`src/rtl/lsu_stage.sv`:
```
// lsu_stage: RISC-V memory-access stage with a single-outstanding req/ack data port.
// Build macro LSU_MISALIGN_TRAP_EN: trap misaligned accesses instead of forcing alignment.
//
// state | meaning
// IDLE  | accepting ops; non-memory (and trapped) ops write back the next cycle
// REQ   | mem_req held with stable address/enables/data until mem_ack
// RESP  | single writeback beat for the completed memory op
module lsu_stage (
  input  logic        clk,
  input  logic        rst,
  input  logic        in_valid,
  output logic        in_ready,
  input  logic [31:0] in_result,
  input  logic [31:0] in_store_data,
  input  logic [2:0]  in_funct3,
  input  logic        in_is_load,
  input  logic        in_is_store,
  input  logic [4:0]  in_rd,
  output logic        mem_req,
  output logic        mem_we,
  output logic [31:0] mem_addr,
  output logic [31:0] mem_wdata,
  output logic [3:0]  mem_be,
  input  logic [31:0] mem_rdata,
  input  logic        mem_ack,
  output logic        wb_valid,
  output logic        wb_we,
  output logic [4:0]  wb_rd,
  output logic [31:0] wb_data,
  output logic        wb_exc
);

  typedef enum logic [1:0] {IDLE, REQ, RESP} state_t;

  state_t      state_q, state_d;
  logic [1:0]  off_q, off_d;
  logic [2:0]  funct3_q, funct3_d;
  logic [4:0]  rd_q, rd_d;
  logic        is_load_q, is_load_d;
  logic        mem_req_q, mem_req_d;
  logic        mem_we_q, mem_we_d;
  logic [31:0] mem_addr_q, mem_addr_d;
  logic [31:0] mem_wdata_q, mem_wdata_d;
  logic [3:0]  mem_be_q, mem_be_d;
  logic        wb_valid_q, wb_valid_d;
  logic        wb_we_q, wb_we_d;
  logic [4:0]  wb_rd_q, wb_rd_d;
  logic [31:0] wb_data_q, wb_data_d;
`ifdef LSU_MISALIGN_TRAP_EN
  logic        wb_exc_q, wb_exc_d;
  logic        misalign;
`endif

  logic        accept;
  logic        is_mem;
  logic        is_half;
  logic        is_word;
  logic [1:0]  off_eff;
  logic [3:0]  st_be;
  logic [31:0] st_wdata;
  logic [31:0] ld_shift;
  logic [31:0] ld_data;

  assign in_ready = (state_q == IDLE);
  assign accept   = in_valid && in_ready;
  assign is_mem   = in_is_load || in_is_store;
  assign is_half  = (in_funct3[1:0] == 2'b01);
  assign is_word  = in_funct3[1];

`ifdef LSU_MISALIGN_TRAP_EN
  assign misalign = (is_half && in_result[0]) || (is_word && (in_result[1:0] != 2'b00));
`endif

  // Size-aligned lane offset; only matters when misaligned accesses are not trapped.
  always_comb begin
    off_eff = in_result[1:0];
    if (is_word) begin
      off_eff = 2'b00;
    end else if (is_half) begin
      off_eff[0] = 1'b0;
    end
  end

  always_comb begin
    case (in_funct3[1:0])
      2'b00: begin
        st_be    = 4'b0001 << off_eff;
        st_wdata = {4{in_store_data[7:0]}};
      end
      2'b01: begin
        st_be    = 4'b0011 << off_eff;
        st_wdata = {2{in_store_data[15:0]}};
      end
      default: begin
        st_be    = 4'b1111;
        st_wdata = in_store_data;
      end
    endcase
  end

  assign ld_shift = mem_rdata >> {off_q, 3'b000};

  always_comb begin
    case (funct3_q)
      3'b000:  ld_data = {{24{ld_shift[7]}}, ld_shift[7:0]};
      3'b001:  ld_data = {{16{ld_shift[15]}}, ld_shift[15:0]};
      3'b100:  ld_data = {24'b0, ld_shift[7:0]};
      3'b101:  ld_data = {16'b0, ld_shift[15:0]};
      default: ld_data = ld_shift;
    endcase
  end

  always_comb begin
    state_d     = state_q;
    off_d       = off_q;
    funct3_d    = funct3_q;
    rd_d        = rd_q;
    is_load_d   = is_load_q;
    mem_req_d   = mem_req_q;
    mem_we_d    = mem_we_q;
    mem_addr_d  = mem_addr_q;
    mem_wdata_d = mem_wdata_q;
    mem_be_d    = mem_be_q;
    wb_valid_d  = 1'b0;
    wb_we_d     = 1'b0;
    wb_rd_d     = wb_rd_q;
    wb_data_d   = wb_data_q;
`ifdef LSU_MISALIGN_TRAP_EN
    wb_exc_d    = 1'b0;
`endif
    case (state_q)
      IDLE: begin
        if (accept) begin
          if (!is_mem) begin
            wb_valid_d = 1'b1;
            wb_we_d    = 1'b1;
            wb_rd_d    = in_rd;
            wb_data_d  = in_result;
          end
`ifdef LSU_MISALIGN_TRAP_EN
          else if (misalign) begin
            wb_valid_d = 1'b1;
            wb_exc_d   = 1'b1;
            wb_rd_d    = in_rd;
            wb_data_d  = in_result;
          end
`endif
          else begin
            state_d     = REQ;
            off_d       = off_eff;
            funct3_d    = in_funct3;
            rd_d        = in_rd;
            is_load_d   = in_is_load;
            mem_req_d   = 1'b1;
            mem_we_d    = in_is_store;
            mem_addr_d  = {in_result[31:2], 2'b00};
            mem_be_d    = in_is_store ? st_be : 4'b1111;
            mem_wdata_d = in_is_store ? st_wdata : 32'h0;
          end
        end
      end
      REQ: begin
        if (mem_ack) begin
          state_d    = RESP;
          mem_req_d  = 1'b0;
          wb_valid_d = 1'b1;
          wb_we_d    = is_load_q;
          wb_rd_d    = rd_q;
          wb_data_d  = is_load_q ? ld_data : 32'h0;
        end
      end
      RESP:    state_d = IDLE;
      default: state_d = IDLE;
    endcase
  end

  always_ff @(posedge clk) begin
    if (rst) begin
      state_q     <= IDLE;
      off_q       <= 2'b00;
      funct3_q    <= 3'b000;
      rd_q        <= 5'd0;
      is_load_q   <= 1'b0;
      mem_req_q   <= 1'b0;
      mem_we_q    <= 1'b0;
      mem_addr_q  <= 32'h0;
      mem_wdata_q <= 32'h0;
      mem_be_q    <= 4'h0;
      wb_valid_q  <= 1'b0;
      wb_we_q     <= 1'b0;
      wb_rd_q     <= 5'd0;
      wb_data_q   <= 32'h0;
`ifdef LSU_MISALIGN_TRAP_EN
      wb_exc_q    <= 1'b0;
`endif
    end else begin
      state_q     <= state_d;
      off_q       <= off_d;
      funct3_q    <= funct3_d;
      rd_q        <= rd_d;
      is_load_q   <= is_load_d;
      mem_req_q   <= mem_req_d;
      mem_we_q    <= mem_we_d;
      mem_addr_q  <= mem_addr_d;
      mem_wdata_q <= mem_wdata_d;
      mem_be_q    <= mem_be_d;
      wb_valid_q  <= wb_valid_d;
      wb_we_q     <= wb_we_d;
      wb_rd_q     <= wb_rd_d;
      wb_data_q   <= wb_data_d;
`ifdef LSU_MISALIGN_TRAP_EN
      wb_exc_q    <= wb_exc_d;
`endif
    end
  end

  assign mem_req   = mem_req_q;
  assign mem_we    = mem_we_q;
  assign mem_addr  = mem_addr_q;
  assign mem_wdata = mem_wdata_q;
  assign mem_be    = mem_be_q;
  assign wb_valid  = wb_valid_q;
  assign wb_we     = wb_we_q;
  assign wb_rd     = wb_rd_q;
  assign wb_data   = wb_data_q;
`ifdef LSU_MISALIGN_TRAP_EN
  assign wb_exc    = wb_exc_q;
`else
  assign wb_exc    = 1'b0;
`endif

endmodule
```
`config.mk`:
```
export PLATFORM = sky130hd
export DESIGN_NAME = lsu_stage
export DESIGN_NICKNAME = d
export VERILOG_FILES = /design/src/rtl/lsu_stage.sv
export SDC_FILE = /design/constraint.sdc
export NUM_CORES = 1
export LEC_CHECK = 0
export ABC_AREA = 0
export CAP_MARGIN = 5
export CORE_AREA = 5 5 118 120
export CTS_BUF_LIST = sky130_fd_sc_hd__clkbuf_16
export DETAILED_ROUTE_END_ITERATION = 6
export DIE_AREA = 0 0 123 125
export PLACE_DENSITY = 0.87
export SETUP_SLACK_MARGIN = 0.4
export SYNTH_ARGS = -nofsm -noshare
export SYNTH_HDL_FRONTEND = slang
export SYNTH_SLANG_ARGS = --single-unit
export TNS_END_PERCENT = 10
```
`constraint.sdc`:
```
create_clock -name clk -period 2.65 [get_ports clk]
set_clock_uncertainty 0.15 [all_clocks]
set_input_delay 0.53 -clock clk [delete_from_list [all_inputs] [get_ports clk]]
set_output_delay 0.53 -clock clk [all_outputs]
set_load 0.005 [all_outputs]
```
==> results of run 1 <==
## power groups by stage
stage / sequential (mW) / combinational, mW / clock [mW]
after floorplan: 2.04 / 0.394 / 0
after global placement: 2.03 / 0.945 / 0
after detailed placement: 2.04 / 0.960 / 0
after CTS: 2.00 / 0.967 / 2.45
after global routing: 2.02 / 1.05 / 2.53
final: 2.00 / 0.971 / 2.42
## cells in the mapped netlist
master and number:
a211oi_1 24, a21boi_0 8, a21boi_2 1, a21o_1 1, a21oi_1 60, a21oi_2 1, a221oi_1 15, a22oi_1 32
a311oi_1 1, a31oi_4 1, and4bb_2 1, buf_1 1, buf_2 13, buf_4 5, clkbuf_1 34, conb_1 1
dfxtp_1 120, inv_1 4, mux2_2 22, mux2i_1 16, mux4_2 8, nand2_1 102, nand2b_1 11, nand3_1 1
nand3b_1 3, nor2_1 69, nor2b_1 3, nor3_1 18, nor3b_2 2, nor4b_4 1, o211ai_1 1, o21ai_0 18
o21bai_1 1, o221a_2 1, o311a_1 8, or3_1 1, or4b_4 1
## layer usage
layer	wire length, µm	track usage	up-vias	share of wire
met5	0	0	-	0
met4	656	0.101	0	0.035
met3	1360	0.0601	54	0.071
met2	9500	0.409	247	0.50
met1	7500	0.300	2645	0.39
li1	-	-	2607	-
## flip-flops by register name, indices dropped and copies added, names as in the netlist, 2 cells and up
signal     cells
wb_rd          5
wb_data       32
mem_be         4
rd_q           5
off_q          2
mem_wdata     32
mem_addr      30
state_q        2
funct3_q       3
## area by class of cell
class | count | area, µm²
Clock buffer | 17 | 425
Clock inverter | 15 | 190
Fill cell | 1046 | 4460
Inverter | 4 | 15.0
Multi-Input combinational cell | 435 | 2730
Sequential cell | 120 | 2400
Tap cell | 176 | 220
Timing Repair Buffer | 244 | 2430
## kinds of logic (layout without fill, tap and decap cells)
| group | after synthesis | in the layout | share of synthesized area |
|---|---|---|---|
| muxes | 46 | 46 | 0.110 |
| AOI/OAI and AO/OA | 173 | 173 | 0.218 |
| DFF | 120 | 120 | 0.450 |
| buffers and inverters | 57 | 280 | 0.0466 |
| other | 1 | 3 | 0.000703 |
| and+or+nand+nor | 213 | 213 | 0.174 |
## worst min-delay path by stage
stage | start | endpoint | slack (ns) | depth (start not counted)
after floorplan | rd_q[0] | rd_q[0] | 0.29 | 2
after global placement | mem_wdata[30] | mem_wdata[30] | 0.29 | 2
after detailed placement | mem_wdata[24] | mem_wdata[24] | 0.30 | 2
after CTS | mem_wdata[24] | mem_wdata[24] | 0.30 | 2
after global routing | mem_wdata[9] | mem_wdata[9] | 0.31 | 2
final | mem_addr[2] | mem_addr[2] | 0.30 | 2
## critical path, cell delays in order
cell	delay [ns]
clkdlybuf4s50_1	0.43
or4b_4	0.57
a21o_2	0.29
buf_12	0.15
a221oi_1	0.25
nor3_1	0.09
## repair_timing
item	CTS	global route
setup endpoints to repair	1	4
gates resized for setup	2	2
cloned	0	0
==> results_dict.tcl, run 1 <==
set metrics [dict create \
    via_count 5553 \
    worstMarginPinSlew_ns 0.668 \
    finalPower_mw 5.39 \
    drv_slew 0 \
    finalSetupTns_ns 0 \
    status "completed" \
    antenna_cells 0 \
    fin_area_um2 8420 \
    synth_top_area_cell "dfxtp_1" \
    synth_top_area_frac 0.450 \
    swShare 0.239 \
    path_max_fanout 7 \
    p_sw_mw 1.29 \
    cts_tree "built" \
    die_y_um 125 \
    area_growth_pct 57.7 \
    fin_nets 932 \
    detail-route-antenna-nets 0 \
    critical_path_class "input port to flop" \
    dpl.hpwl_mm 14.0 \
    whs_ns 0.300 \
    cp.arrival_ns 2.31 \
    startpoint_type "input port" \
    fmax_ghz 0.456 \
    drive_above_1_share 0.115 \
    avgSynthCellArea_um2 8.75 \
    p_clk_frac 0.449 \
    rows 42 \
    ys_ff_latch 120 \
    pwr-share-seq 0.371 \
    cts.sinks 120 \
    setup.worst_path.end "wb_data[6]" \
    stdcell_count 1011 \
    start_util 0.415 \
    place_ws_ns 0.0649 \
    hold_buffers 0 \
    yosysWarnings 0 \
    reg2reg_to "wb_data[9]" \
    hp-class "flop to flop" \
    final_cell_mix "215 x clkdlybuf4s50_1, 119 x dfxtp_1, 102 x nand2_1, 69 x nor2_1, 60 x a21oi_1" \
    grt_pass1_wl_mm 29.3 \
    endpoint_kind "flop" \
    reg2reg_depth 4 \
    combPwrFrac 0.180 \
    io_pins 221 \
    p_per_area_nw_per_um2 641 \
    p_int_mw 4.10 \
    dpl.cell_count 979 \
    fp.dieArea_um2 15400 \
    relSlewSlack 0.553 \
    drv_cap 0 \
    insertion_delay_ns 0.41 \
    clk_path_buf_depth 2 \
    routed_wl_mm 19.0 \
    firstDrtPassIters 7 \
    setup_viol 0 \
    yosysSeqAreaShare 0.450 \
    drt_iter0_drc 490 \
    dpl_cell_area_um2 7790 \
    via_per_inst 5.49 \
    die-width_um 123 \
    clk_pin_slew_worst_paths_ns 0.05 \
    grt_max_degree 51 \
    grt.total_usage 0.245 \
    crit_required_ns 2.77 \
    reg2reg_setup_slack_ns 0.46 \
    synth_area_leaders "dfxtp_1 45%, nand2_1 7.2%, a21oi_1 5.6%, nor2_1 4.9%, mux2_2 4.6%" \
    leakagePower_nw 3.06 \
    post_cts_buffers 0 \
    final.min_clock_period_ns 2.19 \
    netlist_area_um2 5340 \
    final_common_cell "clkdlybuf4s50_1" \
    cts_root_buf "clkbuf_16" \
    htree_levels 4 \
    finalHoldViolCount 0 \
    startpoint "in_is_load" \
    worstReg2RegStart "off_q[1]" \
    synth.distinct_cells 37 \
    timing.final.ws_setup_ns 0.456 \
    synthCells 610 \
    wire_per_inst_um 18.8 \
    fin_crit_sh 0.828 \
    rsz0062_at_grt "yes" \
    antenna_found_initial 0 \
    place_congestion 0.864 \
    utilization 0.654 \
    drc_errors 0 \
    overflow 0 \
    cts_made_buffers 17 \
    grt_pass1_vias 5407 \
    io_buffers 217 \
    worst_ir_drop_vdd_mv 0.397 \
    core_um2 12900 \
]
Note: power is estimated with default switching activity, not from simulation.
==> run 2, diff against run 1 <==
Settings changed: CORE_AREA 5 5 118 120 to 5 5 123 125, DIE_AREA 0 0 123 125 to 0 0 128 130, PLACE_DENSITY 0.87 to 0.84.
Clock period 2.65 ns to 1.9 ns, I/O delays scaled along.
==> results_dict.tcl, run 2 (same netlist as run 1, synthesis figures left out) <==
set metrics [dict create \
    startpoint_type "flop" \
    cts_root_buf "clkbuf_16" \
    io_buffers 217 \
    fin_crit_sh 0.989 \
    finalPower_mw 7.52 \
    grt_pass1_wl_mm 31.4 \
    htree_levels 4 \
    overflow 0 \
    status "completed" \
    p_per_area_nw_per_um2 829 \
    finalSetupTns_ns 0 \
    wire_per_inst_um 20.1 \
    die_y_um 130 \
    final_common_cell "clkdlybuf4s50_1" \
    crit_required_ns 2.04 \
    die-width_um 128 \
    stdcell_count 1056 \
    cp.arrival_ns 2.02 \
    relSlewSlack 0.598 \
    rsz0062_at_grt "yes" \
    setup_viol 0 \
    antenna_found_initial 2 \
    reg2reg_depth 6 \
    cts.sinks 120 \
    detail-route-antenna-nets 0 \
    cts_made_buffers 17 \
    drv_slew 0 \
    path_max_fanout 13 \
    setup.worst_path.end "wb_data[14]" \
    ff_latch_area_um2 2410 \
    fin_nets 973 \
    endpoint_kind "flop" \
    grt_pass1_vias 5765 \
    io_pins 221 \
    rows 43 \
    finalHoldViolCount 0 \
    routed_wl_mm 21.2 \
    leakagePower_nw 3.35 \
    hold_buffers 0 \
    fp.dieArea_um2 16600 \
    worst_ir_drop_vdd_mv 0.530 \
    multi_input_area_um2 2890 \
    hp-class "input port to flop" \
    place_ws_ns -0.461 \
    final_cell_mix "211 x clkdlybuf4s50_1, 115 x dfxtp_1, 102 x nand2_1, 65 x nor2_1, 60 x a21oi_1" \
    clk_pin_slew_worst_paths_ns 0.06 \
    startpoint "off_q[0]" \
    whs_ns 0.127 \
    worstReg2RegStart "off_q[0]" \
    via_count 5802 \
    dpl.hpwl_mm 14.7 \
    final.min_clock_period_ns 1.88 \
    grt_max_degree 45 \
    via_per_inst 5.49 \
    start_util 0.388 \
    firstDrtPassIters 6 \
    reg2reg_to "wb_data[14]" \
    filler_cell_count 1092 \
    area_growth_pct 69.8 \
    drive_above_1_share 0.193 \
    critical_path_class "flop to flop" \
    drc_errors 0 \
    dpl.cell_count 1012 \
    grt_util_met2 0.408 \
    reg2reg_setup_slack_ns 0.02 \
    core_um2 13800 \
    grt.total_usage 0.244 \
    drv_cap 0 \
    drt_iter0_drc 476 \
    grt.met1_usage 0.293 \
    timing.final.ws_setup_ns 0.0209 \
    insertion_delay_ns 0.42 \
    clk_path_buf_depth 2 \
    fmax_ghz 0.532 \
    grt_use_met3 0.0675 \
    place_congestion 0.900 \
    grt.busiest_layer "met2" \
    worstMarginPinSlew_ns 0.602 \
    cts_tree "built" \
]
[run 2: changes by cell type in the layout (fill, tap and decap cells not counted), sizes merged]
cell,before,now
buf,28,67
clkdlybuf4s50,215,211
clkbuf,17,20
bufinv,5,3
dlygate4sd2,1,3
clkinv,8,9
clkinvlp,0,1
diode,0,1
dlymetal6s2s,0,1
inv,6,5
[run 2: report_power, final]
group	switching [mW]	internal, mW
combinational	0.698	0.888
clock	1.13	2.01
sequential	0.0998	2.69
total	1.93	5.59
[run 2: layout make-up]
class,instances,share of cell area
Tap cell,180,0.0249
Inverter,4,0.00166
Clock inverter,14,0.0155
Timing Repair Buffer,285,0.327
Multi-Input combinational cell,435,0.319
Sequential cell,120,0.266
Clock buffer,17,0.0469
Antenna cell,1,0.000276
[run 2: worst max-delay path, stage by stage, from the launching register on]
cell and delay (ns):
dfxtp_2 0.36, buf_12 0.16, buf_12 0.13, mux2_2 0.34, a221oi_1 0.36, o311a_1 0.20, nor3_1 0.05
[run 2: through the flow]
step	utilization	cell area [µm²]
global route	0.658	9060
global placement	0.587	8090
finish	0.658	9060
floorplan	-	5350
detailed placement	0.587	8090
CTS	0.646	8890
[run 2: how the worst min path moves through the flow]
| stage | from | to | depth (start not counted) |
|---|---|---|---|
| final | rst | funct3_q[2] | 2 |
| after global routing | rst | funct3_q[2] | 2 |
| after CTS | rst | funct3_q[2] | 2 |
| after detailed placement | mem_wdata[8] | mem_wdata[8] | 2 |
| after global placement | mem_wdata[25] | mem_wdata[25] | 2 |
| after floorplan | rd_q[0] | rd_q[0] | 2 |
[run 2: layer usage]
metal | share of wire | up-vias
li1 | - | 2703
met1 | 0.39 | 2755
met2 | 0.49 | 269
met3 | 0.070 | 73
met4 | 0.041 | 2
met5 | 0.00061 | -
[run 2: what timing repair did]
action,CTS,global route
cloned,4,1
setup buffers,3,4
resized for setup,24,30
endpoints found under the setup margin,227,227
pin swaps,11,9
